$ cat config.mk
export PLATFORM = sky130hd
export DESIGN_NAME = alu_mac_stage
export DESIGN_NICKNAME = d
export VERILOG_FILES = /design/src/rtl/alu_mac_pkg.sv /design/src/rtl/sfixed_mult_lane.sv /design/src/rtl/alu_mac_stage.sv
export SDC_FILE = /design/constraint.sdc
export NUM_CORES = 1
export LEC_CHECK = 0
export BUFFER_PORTS_ARGS = -buffer_cell sky130_fd_sc_hd__buf_2
export CAP_MARGIN = 10
export CORE_MARGIN = 2
export CORE_UTILIZATION = 52
export CTS_CLUSTER_SIZE = 8
export DETAILED_ROUTE_END_ITERATION = 10
export HOLD_SLACK_MARGIN = 0.08
export PLACE_DENSITY = 0.72
export SLEW_MARGIN = 40
export SYNTH_ARGS = -nofsm -noshare
export SYNTH_HDL_FRONTEND = slang
export SYNTH_SLANG_ARGS = --single-unit
$ cat constraint.sdc
create_clock -name clk -period 11.77 [get_ports clk]
set_input_delay 3.531 -clock clk [delete_from_list [all_inputs] [get_ports clk]]
set_output_delay 3.531 -clock clk [all_outputs]
set_load 0.02 [all_outputs]
$ cat src/rtl/alu_mac_pkg.sv
// alu_mac_pkg: shared definitions for the ALU multiply/MAC stage.
//   - FSM state encodings (IDLE, RUN, DONE)
//   - job mode encodings (MULT, MAC)
//   - round_sat(): round-half-up by F fractional bits, then saturate to W bits
package alu_mac_pkg;

   // FSM state encoding
   localparam logic [1:0] StIdle = 2'd0;
   localparam logic [1:0] StRun  = 2'd1;
   localparam logic [1:0] StDone = 2'd2;

   // Job mode encoding, captured at start
   localparam logic ModeMult = 1'b0;
   localparam logic ModeMac  = 1'b1;

   // Working width of round_sat; callers sign-extend into it and slice the result.
   localparam int unsigned RsWidth = 64;

   typedef struct packed {
      logic [RsWidth-1:0] res;
      logic               sat;
   } rs_t;

   // r = (v + 2^(f-1)) >>> f, clamped to the signed w-bit range.
   function automatic rs_t round_sat(input logic signed [RsWidth-1:0] v,
                                     input int unsigned w,
                                     input int unsigned f);
      logic signed [RsWidth-1:0] r;
      logic signed [RsWidth-1:0] hi;
      logic signed [RsWidth-1:0] lo;
      rs_t o;
      r  = (v + (64'sd1 <<< (f - 1))) >>> f;
      hi = (64'sd1 <<< (w - 1)) - 64'sd1;
      lo = -(64'sd1 <<< (w - 1));
      o.res = r;
      o.sat = 1'b0;
      if (r > hi) begin
         o.res = hi;
         o.sat = 1'b1;
      end else if (r < lo) begin
         o.res = lo;
         o.sat = 1'b1;
      end
      return o;
   endfunction

endpackage

$ cat src/rtl/sfixed_mult_lane.sv
// sfixed_mult_lane: one signed fixed-point multiply lane.
// Ports:
//   clk, rst      clock, async active-high reset
//   snap          capture x/y into the job snapshot
//   x, y          operand register values
//   mac           job mode is MAC (held stable for the whole job)
//   done          result-capture edge of the job
//   acc_clr       synchronous accumulator clear
//   result        rounded/saturated lane result, held between jobs
//   sat_flag      last job's result was saturated
module sfixed_mult_lane
   import alu_mac_pkg::*;
#(
   parameter int unsigned BUS_WIDTH  = 8,
   parameter int unsigned FRAC_BITS  = 7,
   parameter int unsigned PIPE_DEPTH = 2,
   parameter int unsigned ACC_GUARD  = 4
) (
   input  logic                 clk,
   input  logic                 rst,
   input  logic                 snap,
   input  logic [BUS_WIDTH-1:0] x,
   input  logic [BUS_WIDTH-1:0] y,
   input  logic                 mac,
   input  logic                 done,
   input  logic                 acc_clr,
   output logic [BUS_WIDTH-1:0] result,
   output logic                 sat_flag
);

   localparam int unsigned PW = 2 * BUS_WIDTH;
   localparam int unsigned AW = PW + ACC_GUARD;

   logic [BUS_WIDTH-1:0]   xs_q, ys_q;
   logic signed [PW-1:0]   prod;
   logic signed [PW-1:0]   prod_last;
   logic signed [AW-1:0]   acc_q, acc_d;
   logic signed [RsWidth-1:0] v;
   rs_t                    rs;
   logic [BUS_WIDTH-1:0]   result_q;
   logic                   sat_q;
   logic                   unused_hi;

   // Job snapshot: later operand loads do not disturb the job in flight.
   always_ff @(posedge clk or posedge rst) begin
      if (rst) begin
         xs_q <= '0;
         ys_q <= '0;
      end else if (snap) begin
         xs_q <= x;
         ys_q <= y;
      end
   end

   assign prod = PW'($signed(xs_q)) * PW'($signed(ys_q));

   // Free-running product pipeline; the snapshot is stable for the whole job, so the
   // last stage holds this job's product by the result-capture edge.
   if (PIPE_DEPTH == 1) begin : g_no_pipe
      assign prod_last = prod;
   end else begin : g_pipe
      logic signed [PW-1:0] pipe_q [PIPE_DEPTH-1];
      always_ff @(posedge clk or posedge rst) begin
         if (rst) begin
            for (int i = 0; i < int'(PIPE_DEPTH) - 1; i++) pipe_q[i] <= '0;
         end else begin
            pipe_q[0] <= prod;
            for (int i = 1; i < int'(PIPE_DEPTH) - 1; i++) pipe_q[i] <= pipe_q[i-1];
         end
      end
      assign prod_last = pipe_q[PIPE_DEPTH-2];
   end

   // Clear wins over accumulate but still folds in the current product.
   always_comb begin
      acc_d = acc_q;
      if (done && mac) begin
         acc_d = acc_clr ? AW'(prod_last) : acc_q + AW'(prod_last);
      end else if (acc_clr) begin
         acc_d = '0;
      end
   end

   always_comb begin
      v  = mac ? RsWidth'(acc_d) : RsWidth'(prod_last);
      rs = round_sat(v, BUS_WIDTH, FRAC_BITS);
   end

   assign unused_hi = ^rs.res[RsWidth-1:BUS_WIDTH];

   always_ff @(posedge clk or posedge rst) begin
      if (rst) begin
         acc_q    <= '0;
         result_q <= '0;
         sat_q    <= 1'b0;
      end else begin
         acc_q <= acc_d;
         if (done) begin
            result_q <= rs.res[BUS_WIDTH-1:0];
            sat_q    <= rs.sat;
         end
      end
   end

   assign result   = result_q;
   assign sat_flag = sat_q;

endmodule

$ cat src/rtl/alu_mac_stage.sv
// alu_mac_stage: LANES parallel signed fixed-point multiply/MAC lanes sharing one
// coefficient bus, with a start/busy/out_valid job handshake.
// Ports:
//   clk, rst    clock, async active-high reset
//   x_en        per-lane load of data_in slice into X
//   y_en        per-lane load of coeff into Y
//   data_in     lane i data at [i*W +: W]
//   coeff       shared coefficient
//   start       launch a job (ignored while busy)
//   mode        0 = MULT, 1 = MAC, captured at start
//   acc_clr     synchronous clear of all accumulators
//   busy        job in flight
//   out_valid   one-cycle pulse when result/sat_flag update
//   result      lane results, held between jobs
//   sat_flag    per-lane saturation of the last job
module alu_mac_stage
   import alu_mac_pkg::*;
#(
   parameter int unsigned BUS_WIDTH  = 8,
   parameter int unsigned FRAC_BITS  = 7,
   parameter int unsigned LANES      = 2,
   parameter int unsigned PIPE_DEPTH = 2,
   parameter int unsigned ACC_GUARD  = 4
) (
   input  logic                       clk,
   input  logic                       rst,
   input  logic [LANES-1:0]           x_en,
   input  logic [LANES-1:0]           y_en,
   input  logic [LANES*BUS_WIDTH-1:0] data_in,
   input  logic [BUS_WIDTH-1:0]       coeff,
   input  logic                       start,
   input  logic                       mode,
   input  logic                       acc_clr,
   output logic                       busy,
   output logic                       out_valid,
   output logic [LANES*BUS_WIDTH-1:0] result,
   output logic [LANES-1:0]           sat_flag
);

   localparam int unsigned CntW = $clog2(PIPE_DEPTH) + 1;

   logic [BUS_WIDTH-1:0] x_q [LANES];
   logic [BUS_WIDTH-1:0] y_q [LANES];
   logic [1:0]           state_q, state_d;
   logic [CntW-1:0]      cnt_q, cnt_d;
   logic                 mode_q, mode_d;
   logic                 snap, done;

   // Operand registers load at any time, including mid-job.
   always_ff @(posedge clk or posedge rst) begin
      if (rst) begin
         for (int i = 0; i < int'(LANES); i++) begin
            x_q[i] <= '0;
            y_q[i] <= '0;
         end
      end else begin
         for (int i = 0; i < int'(LANES); i++) begin
            if (x_en[i]) x_q[i] <= data_in[i*BUS_WIDTH +: BUS_WIDTH];
            if (y_en[i]) y_q[i] <= coeff;
         end
      end
   end

   always_comb begin
      state_d = state_q;
      cnt_d   = cnt_q;
      mode_d  = mode_q;
      case (state_q)
         StIdle: begin
            if (start) begin
               state_d = StRun;
               cnt_d   = CntW'(PIPE_DEPTH - 1);
               mode_d  = mode;
            end
         end
         StRun: begin
            if (cnt_q == '0) state_d = StDone;
            else             cnt_d   = cnt_q - CntW'(1);
         end
         StDone:  state_d = StIdle;
         default: state_d = StIdle;
      endcase
   end

   always_ff @(posedge clk or posedge rst) begin
      if (rst) begin
         state_q <= StIdle;
         cnt_q   <= '0;
         mode_q  <= ModeMult;
      end else begin
         state_q <= state_d;
         cnt_q   <= cnt_d;
         mode_q  <= mode_d;
      end
   end

   assign snap      = (state_q == StIdle) && start;
   // Edge that enters DONE: lanes register results and accumulate here.
   assign done      = (state_q == StRun) && (cnt_q == '0);
   assign busy      = (state_q != StIdle);
   assign out_valid = (state_q == StDone);

   for (genvar i = 0; i < int'(LANES); i++) begin : g_lane
      sfixed_mult_lane #(
         .BUS_WIDTH (BUS_WIDTH),
         .FRAC_BITS (FRAC_BITS),
         .PIPE_DEPTH(PIPE_DEPTH),
         .ACC_GUARD (ACC_GUARD)
      ) u_lane (
         .clk     (clk),
         .rst     (rst),
         .snap    (snap),
         .x       (x_q[i]),
         .y       (y_q[i]),
         .mac     (mode_q == ModeMac),
         .done    (done),
         .acc_clr (acc_clr),
         .result  (result[i*BUS_WIDTH +: BUS_WIDTH]),
         .sat_flag(sat_flag[i])
      );
   end

endmodule

Yosys cells after proc, flatten, opt, wreduce, memory -nomap -nowiden. Index checks and enable logic that the tools add are counted.

Register bits after elaboration: 159. Latch bits: 0. Bits in writable memories: 0. Memory bits (read-only): 0. Input port bits: 33. Output and inout bits: 20. Logic and storage cells: 62. Memories: 0.

Add/subtract/negate cells: 5. Multipliers: 2. Divide/modulo/power cells: 0. Order comparisons: 4. Eq/ne operators: 5. Shift-type cells: 0. Muxes and demuxes: 17. Bitwise operators: 0. Reduce and logical (&&, ||, !) cells: 10.

Operators with widths (number): $add 64x8->64 const B (2); $mux 64 (2); $mux 20 (6); $gt 57x8->1 const B (2); $lt 57x8->1 const B (2); $add 20x16->20 (2); $mux 9 (4); $mul 8x8->16 (2); $pmux 2 s2 (2); $mux 2 (3); $ne 2x2->1 const B (3); $logic_not 2->1 (2); $reduce_and 2->1 (2); $reduce_bool 2->1 (2); $logic_and 1x1->1 (3); $reduce_and 3->1 (1); $eq 2x1->1 const B (1); $eq 2x2->1 const B (1); $sub 2x1->2 const B (1).

Logic depth before layout (Yosys ltp).
Word-level depth: 9. Gate-level depth with buffers: 23. Depth with buffers taken out: 23.

By module. From an unflattened synthesis, not the netlist that was laid out.

Cell total of the unflattened synthesis: 1642. Area total of the unflattened synthesis: 15563.7 um^2.

By module, submodules not included: sfixed_mult_lane at g_lane[0].u_lane (times used 1, cells each 776, area an instance 7101.8 um^2, sequential area each 1526.5 um^2); sfixed_mult_lane at g_lane[1].u_lane (times used 1, cells each 772, area an instance 6976.7 um^2, sequential area each 1526.5 um^2); alu_mac_stage (times used 1, cells each 94, area an instance 1485.2 um^2, sequential area each 925.9 um^2).

Worst setup path after synthesis. No wires, ideal clock.

Path type: input-to-reg. From: input port acc_clr. To: register g_lane[0].u_lane.result_q[5]. Setup time: 0.077 ns. Arrival: 7.564 ns. Data required time: 11.693 ns. Setup slack: 4.128 ns. Cell stages on the path: 20. Buffers on the path: 3. Path through: clkbuf_1 clkbuf_1 clkbuf_1 nand3_1 nand3_1 o2bb2ai_1 nor2_1 a22o_1 nor2_1 nor4b_2 nor2b_1 nand2_1 ha_1 nand4b_1 nor4_1 nand4_1 or3b_1 o41ai_4 nand3_1 a21oi_1.

Cells in the longest elaborated chain, start to end: 7. Elaborated cells between the ends (all ways): 9. Those cells by class: 1 x add/sub; 2 x order compare; 6 x mux.

Ends and longest elaborated chain: start: declaration (RTL line alu_mac_stage.sv:33) `input logic acc_clr,`; $mux 20, on equally long branches (RTL line sfixed_mult_lane.sv:79, sfixed_mult_lane.sv:78); $mux 20 (*) (RTL line sfixed_mult_lane.sv:77) `if (done && mac) begin`; $mux 64 (*) (RTL line sfixed_mult_lane.sv:85) `v = mac ? RsWidth'(acc_d) : RsWidth'(prod_last);`; $add 64x8->64 (*) (RTL line alu_mac_pkg.sv:32) `r = (v + (64'sd1 <<< (f - 1))) >>> f;`; $lt 57x8->1 (RTL line alu_mac_pkg.sv:40) `end else if (r < lo) begin`; $mux 9 (RTL line alu_mac_pkg.sv:40); $mux 9 (*) (RTL line alu_mac_pkg.sv:37) `if (r > hi) begin`; end signal: assignment (RTL line sfixed_mult_lane.sv:99) `result_q <= rs.res[BUS_WIDTH-1:0];`; end: declaration (RTL line sfixed_mult_lane.sv:40) `logic [BUS_WIDTH-1:0] result_q;`.

Mark *: on every way between the ends. The rest lies on a longest branch, timed or not. A chain may end at the register's enable or synchronous reset.

Worst setup path in the final report.
From: input port acc_clr. To: register g_lane[0].u_lane.result_q[4].

Same word-level chain as after synthesis.

==> results.rst <==
.. list-table::
   :header-rows: 1

   * - Metric
     - Value
   * - Worst endpoint data arrival time
     - 9.53 ns
   * - Post-CTS Setup Repair Bufs
     - 0
   * - Outcome
     - complete, no violations
   * - Hold Startpoint
     - g_lane[1].u_lane.result[7]
   * - Number of distinct library cells after synthesis
     - 92
   * - Largest net degree at the start of global routing
     - 96
   * - Number of DRC markers after the initial detailed-route iteration
     - between 800 and 900
   * - Slowest stage cell on the critical path
     - sky130_fd_sc_hd__nor2b_1
   * - Maximum clock frequency
     - approximately 0.11 GHz
   * - Classification of the worst setup path
     - in2reg
   * - Maximum single-stage delay on the critical path
     - 0.65 ns
   * - Detail-routed net length per standard cell
     - 16.9 um
   * - Root buf cell
     - sky130_fd_sc_hd__clkbuf_16
   * - Data required time of the worst path
     - ~12 ns
   * - X dimension of the die
     - ~180 um
   * - Fin crit share
     - 0.777
   * - Nets in the synthesized netlist
     - around 1900
   * - Total Neg Setup Slack
     - 0 ns
   * - Worst hold path endpoint
     - g_lane[1].u_lane.result[7]
   * - Ports placed on the boundary
     - 53
   * - H-Tree Depth
     - 4
   * - Setup repair after global routing missed its margin
     - no
   * - Fraction of layout cells with a size suffix above 1
     - 0.116
   * - Cells along the critical path
     - buf_2 -> buf_4 -> nor2b_1 -> nand2_1 -> nor4_1 -> nor2_1 -> a22o_1 -> nor2_1 -> nor4b_2 -> nor2b_1 -> nand2_1 -> ha_1 -> nand4b_1 -> nor4_1 -> nand4_1 -> or3b_1 -> o41ai_4 -> nand2_1 -> a21oi_1
   * - Initial DRT Pass Iterations
     - 7
   * - Commonest non-fill, non-tap cell in the layout
     - sky130_fd_sc_hd__dfrtp_1
   * - Crit Path Max Fanout
     - 46
   * - Critical Path Source Type
     - input port
   * - Wire length of the first global-routing pass
     - a little under 60000 um
   * - Area delta synth->final
     - 7.60%
   * - Kind of capture point of the worst setup path
     - register
   * - Max cap viols
     - 0
   * - Total GRT Usage
     - 0.231
   * - Initial core utilization
     - 0.530
   * - Fraction of registers with async set or reset after synthesis
     - 1.00
   * - Number of enable-type register cells in the synthesized netlist
     - 0
   * - Flop2flop setup slack
     - 5.13 ns
   * - Tmin final
     - a little over 9 ns
   * - CTS tree
     - done
   * - DP Wirelength
     - 26200 um
   * - Cell Area, Synth
     - 0.0153 mm^2
   * - Overall die area
     - about 0.031 mm^2
   * - Die boundary height
     - ~180 um
   * - Main flop type after synthesis
     - sky130_fd_sc_hd__dfrtp_1
   * - Max-slew violation count
     - 0
   * - Final hold viol count
     - 0
   * - Worst hold path type
     - reg2reg
   * - Post-CTS Hold Buffers
     - 0
   * - Critical R2R Capture
     - g_lane[0].u_lane.result[4]
   * - Antenna violations before repair
     - 0
   * - Final number of setup-violating endpoints
     - 0
   * - Number of cells on the worst reg-to-reg path
     - 20
   * - Via count of the routed design
     - 12000
   * - Worst clock skew on the final layout
     - slightly above 0.01 ns
   * - Placer Congestion
     - a little over 0.9
   * - Via count of the first global-routing pass
     - 11800
   * - Flip-flop and latch count after synthesis
     - 159
   * - Most frequent CP cell
     - sky130_fd_sc_hd__nand2_1
   * - Clock insertion delay at the later pin of the skew report
     - approximately 0.45 ns
   * - Synth Instances
     - about 1600
   * - Number of inserted diodes
     - 0
   * - Sinks on Clock Net
     - between 150 and 200
   * - Quantity of I/O buffers inserted on ports
     - 52
   * - Number of buffers created by CTS
     - 17
   * - Clock-pin slew on the worst setup and hold paths
     - about 0.08 ns
   * - Synthesized area per cell
     - between 9 and 10 um^2
   * - Commonest non-fill, non-tap cells in the layout
     - sky130_fd_sc_hd__dfrtp_1 (158), sky130_fd_sc_hd__inv_1 (145), sky130_fd_sc_hd__nand2_1 (145)
   * - Number of instances resized during post-cts repair
     - 0
   * - Rel. slew slack
     - 0.456
   * - Clock Tree Buf Depth
     - 2
   * - Cell family with the largest share of critical-path delay
     - simple AND/OR/NAND/NOR gates
   * - Fraction of the yosys area taken by sequential cells
     - 0.260
   * - Total congestion overflow after global routing
     - 0
   * - Final wirelength
     - 34600 um
   * - Worst slew pin tran
     - 0.816 ns
   * - Core box area
     - 0.0289 mm^2
   * - Synth warn
     - 0
   * - Via-per-instance ratio
     - approximately 6
   * - Number of nets with antenna violations after detailed routing
     - 0
   * - Crit Reg-Reg Startpoint
     - cnt_q[0]
   * - # DRC
     - 0
   * - Floorplan row count
     - a little over 60
   * - Buffer and inverter count on the worst path
     - 2
   * - Fin nets
     - slightly below 2000
   * - Worst hold stages
     - 2
==> stage by stage <==
step | hold slack [ns] | area (um^2) | util | setup slack [ns] | std cells
6_report | 0.488 | 16400 | 0.570 | 2.62 | 2050
5_1_grt | 0.519 | 16400 | 0.570 | 2.04 | 2050
4_1_cts | 0.501 | 16400 | 0.570 | 2.71 | 2050
3_5_place_dp | 0.485 | 15800 | 0.548 | 2.24 | 2018
3_3_place_gp | 0.463 | 15800 | 0.548 | 2.53 | 2018
2_1_floorplan | 0.446 | 15300 | - | 3.95 | 1645
==> final cells by class <==
| type | instances | area (um^2) |
|---|---|---|
| Clock buffer | 17 | 425 |
| Fill cell | 2517 | 12400 |
| Multi-Input combinational cell | 1270 | 10500 |
| Inverter | 147 | 559 |
| Timing Repair Buffer | 58 | 309 |
| Tap cell | 384 | 480 |
| Clock inverter | 15 | 205 |
| Sequential cell | 159 | 3980 |
==> cell families (layout without fill, tap and decap cells) <==
logic type | Yosys count | after routing | share of synthesized area
AND/OR/NAND/NOR | 532 | 532 | 0.180
AO/OA/AOI/OAI | 345 | 345 | 0.154
adder cells (fa/ha/maj) | 237 | 237 | 0.249
buffers and inverters | 216 | 237 | 0.0544
flip-flops | 159 | 159 | 0.260
multiplexers | 83 | 83 | 0.0598
XOR/XNOR | 73 | 73 | 0.0423
==> synthesized netlist by cell type, drive strengths merged (34+ instances only) <==
library cell	n	area share
o21ai	84	0.028
nand3	51	0.017
inv	147	0.036
ha	125	0.10
nand2b	34	0.014
and2	80	0.033
nand2	145	0.036
clkbuf	49	0.012
xnor2	49	0.028
a21oi	87	0.029
nor2	105	0.026
fa	112	0.15
mux2	67	0.049
dfrtp	159	0.26
==> layer usage <==
layer / up-vias / share of wire / wire length (um) / GRT usage
met1: 5854 / 0.47 / 16200 / 0.319
met4: 0 / 0.022 / 758 / 0.0675
met5: - / 0 / 0 / 0
met3: 61 / 0.055 / 1900 / 0.0405
met2: 351 / 0.45 / 15700 / 0.376
li1: 5747 / - / - / -
==> flip-flops by register name, indices dropped and copies added (netlist names) <==
name	cells
g_lane.u_lane.sat_flag	2
cnt_q	2
g_lane.u_lane.acc_q	40
g_lane.u_lane.result	16
g_lane.u_lane.ys_q	16
state_q	2
x_q	16
g_lane.u_lane.xs_q	16
mode_q	1
g_lane.u_lane.g_pipe.pipe_q	32
y_q	16
==> worst reg2reg max path: stages (launching register included) <==
cell                       delay, ns
sky130_fd_sc_hd__dfrtp_1        0.38
sky130_fd_sc_hd__inv_1          0.09
sky130_fd_sc_hd__ha_1           0.34
sky130_fd_sc_hd__nand3b_4       0.35
sky130_fd_sc_hd__inv_2          0.67
sky130_fd_sc_hd__nand2_1        0.66
sky130_fd_sc_hd__nor4_1         0.59
sky130_fd_sc_hd__nor2_1         0.13
sky130_fd_sc_hd__a22o_1         0.28
sky130_fd_sc_hd__nor2_1         0.22
sky130_fd_sc_hd__nor4b_2        0.32
sky130_fd_sc_hd__nor2b_1        0.38
sky130_fd_sc_hd__nand2_1        0.11
sky130_fd_sc_hd__ha_1           0.30
sky130_fd_sc_hd__nand4b_1       0.18
sky130_fd_sc_hd__nor4_1         0.31
sky130_fd_sc_hd__nand4_1        0.13
sky130_fd_sc_hd__or3b_1         0.43
sky130_fd_sc_hd__o41ai_4        0.42
sky130_fd_sc_hd__nand2_1        0.12
sky130_fd_sc_hd__a21oi_1        0.16
==> worst max-delay path by stage <==
stage                     slack (ns)  cells past startpoint                         end  startpoint
after floorplan                 3.95                      1                    cnt_q[0]         rst
after global placement          2.53                     19  g_lane[0].u_lane.result[5]     acc_clr
after detailed placement        2.24                     19  g_lane[0].u_lane.result[5]     acc_clr
after CTS                       2.71                     19  g_lane[0].u_lane.result[5]     acc_clr
after global routing            2.04                     19  g_lane[0].u_lane.result[4]     acc_clr
final                           2.62                     19  g_lane[0].u_lane.result[4]     acc_clr
Power is left out: the tool's default activity adds up to more than one toggle a clock period on the data nets, which glitch-free logic cannot reach.
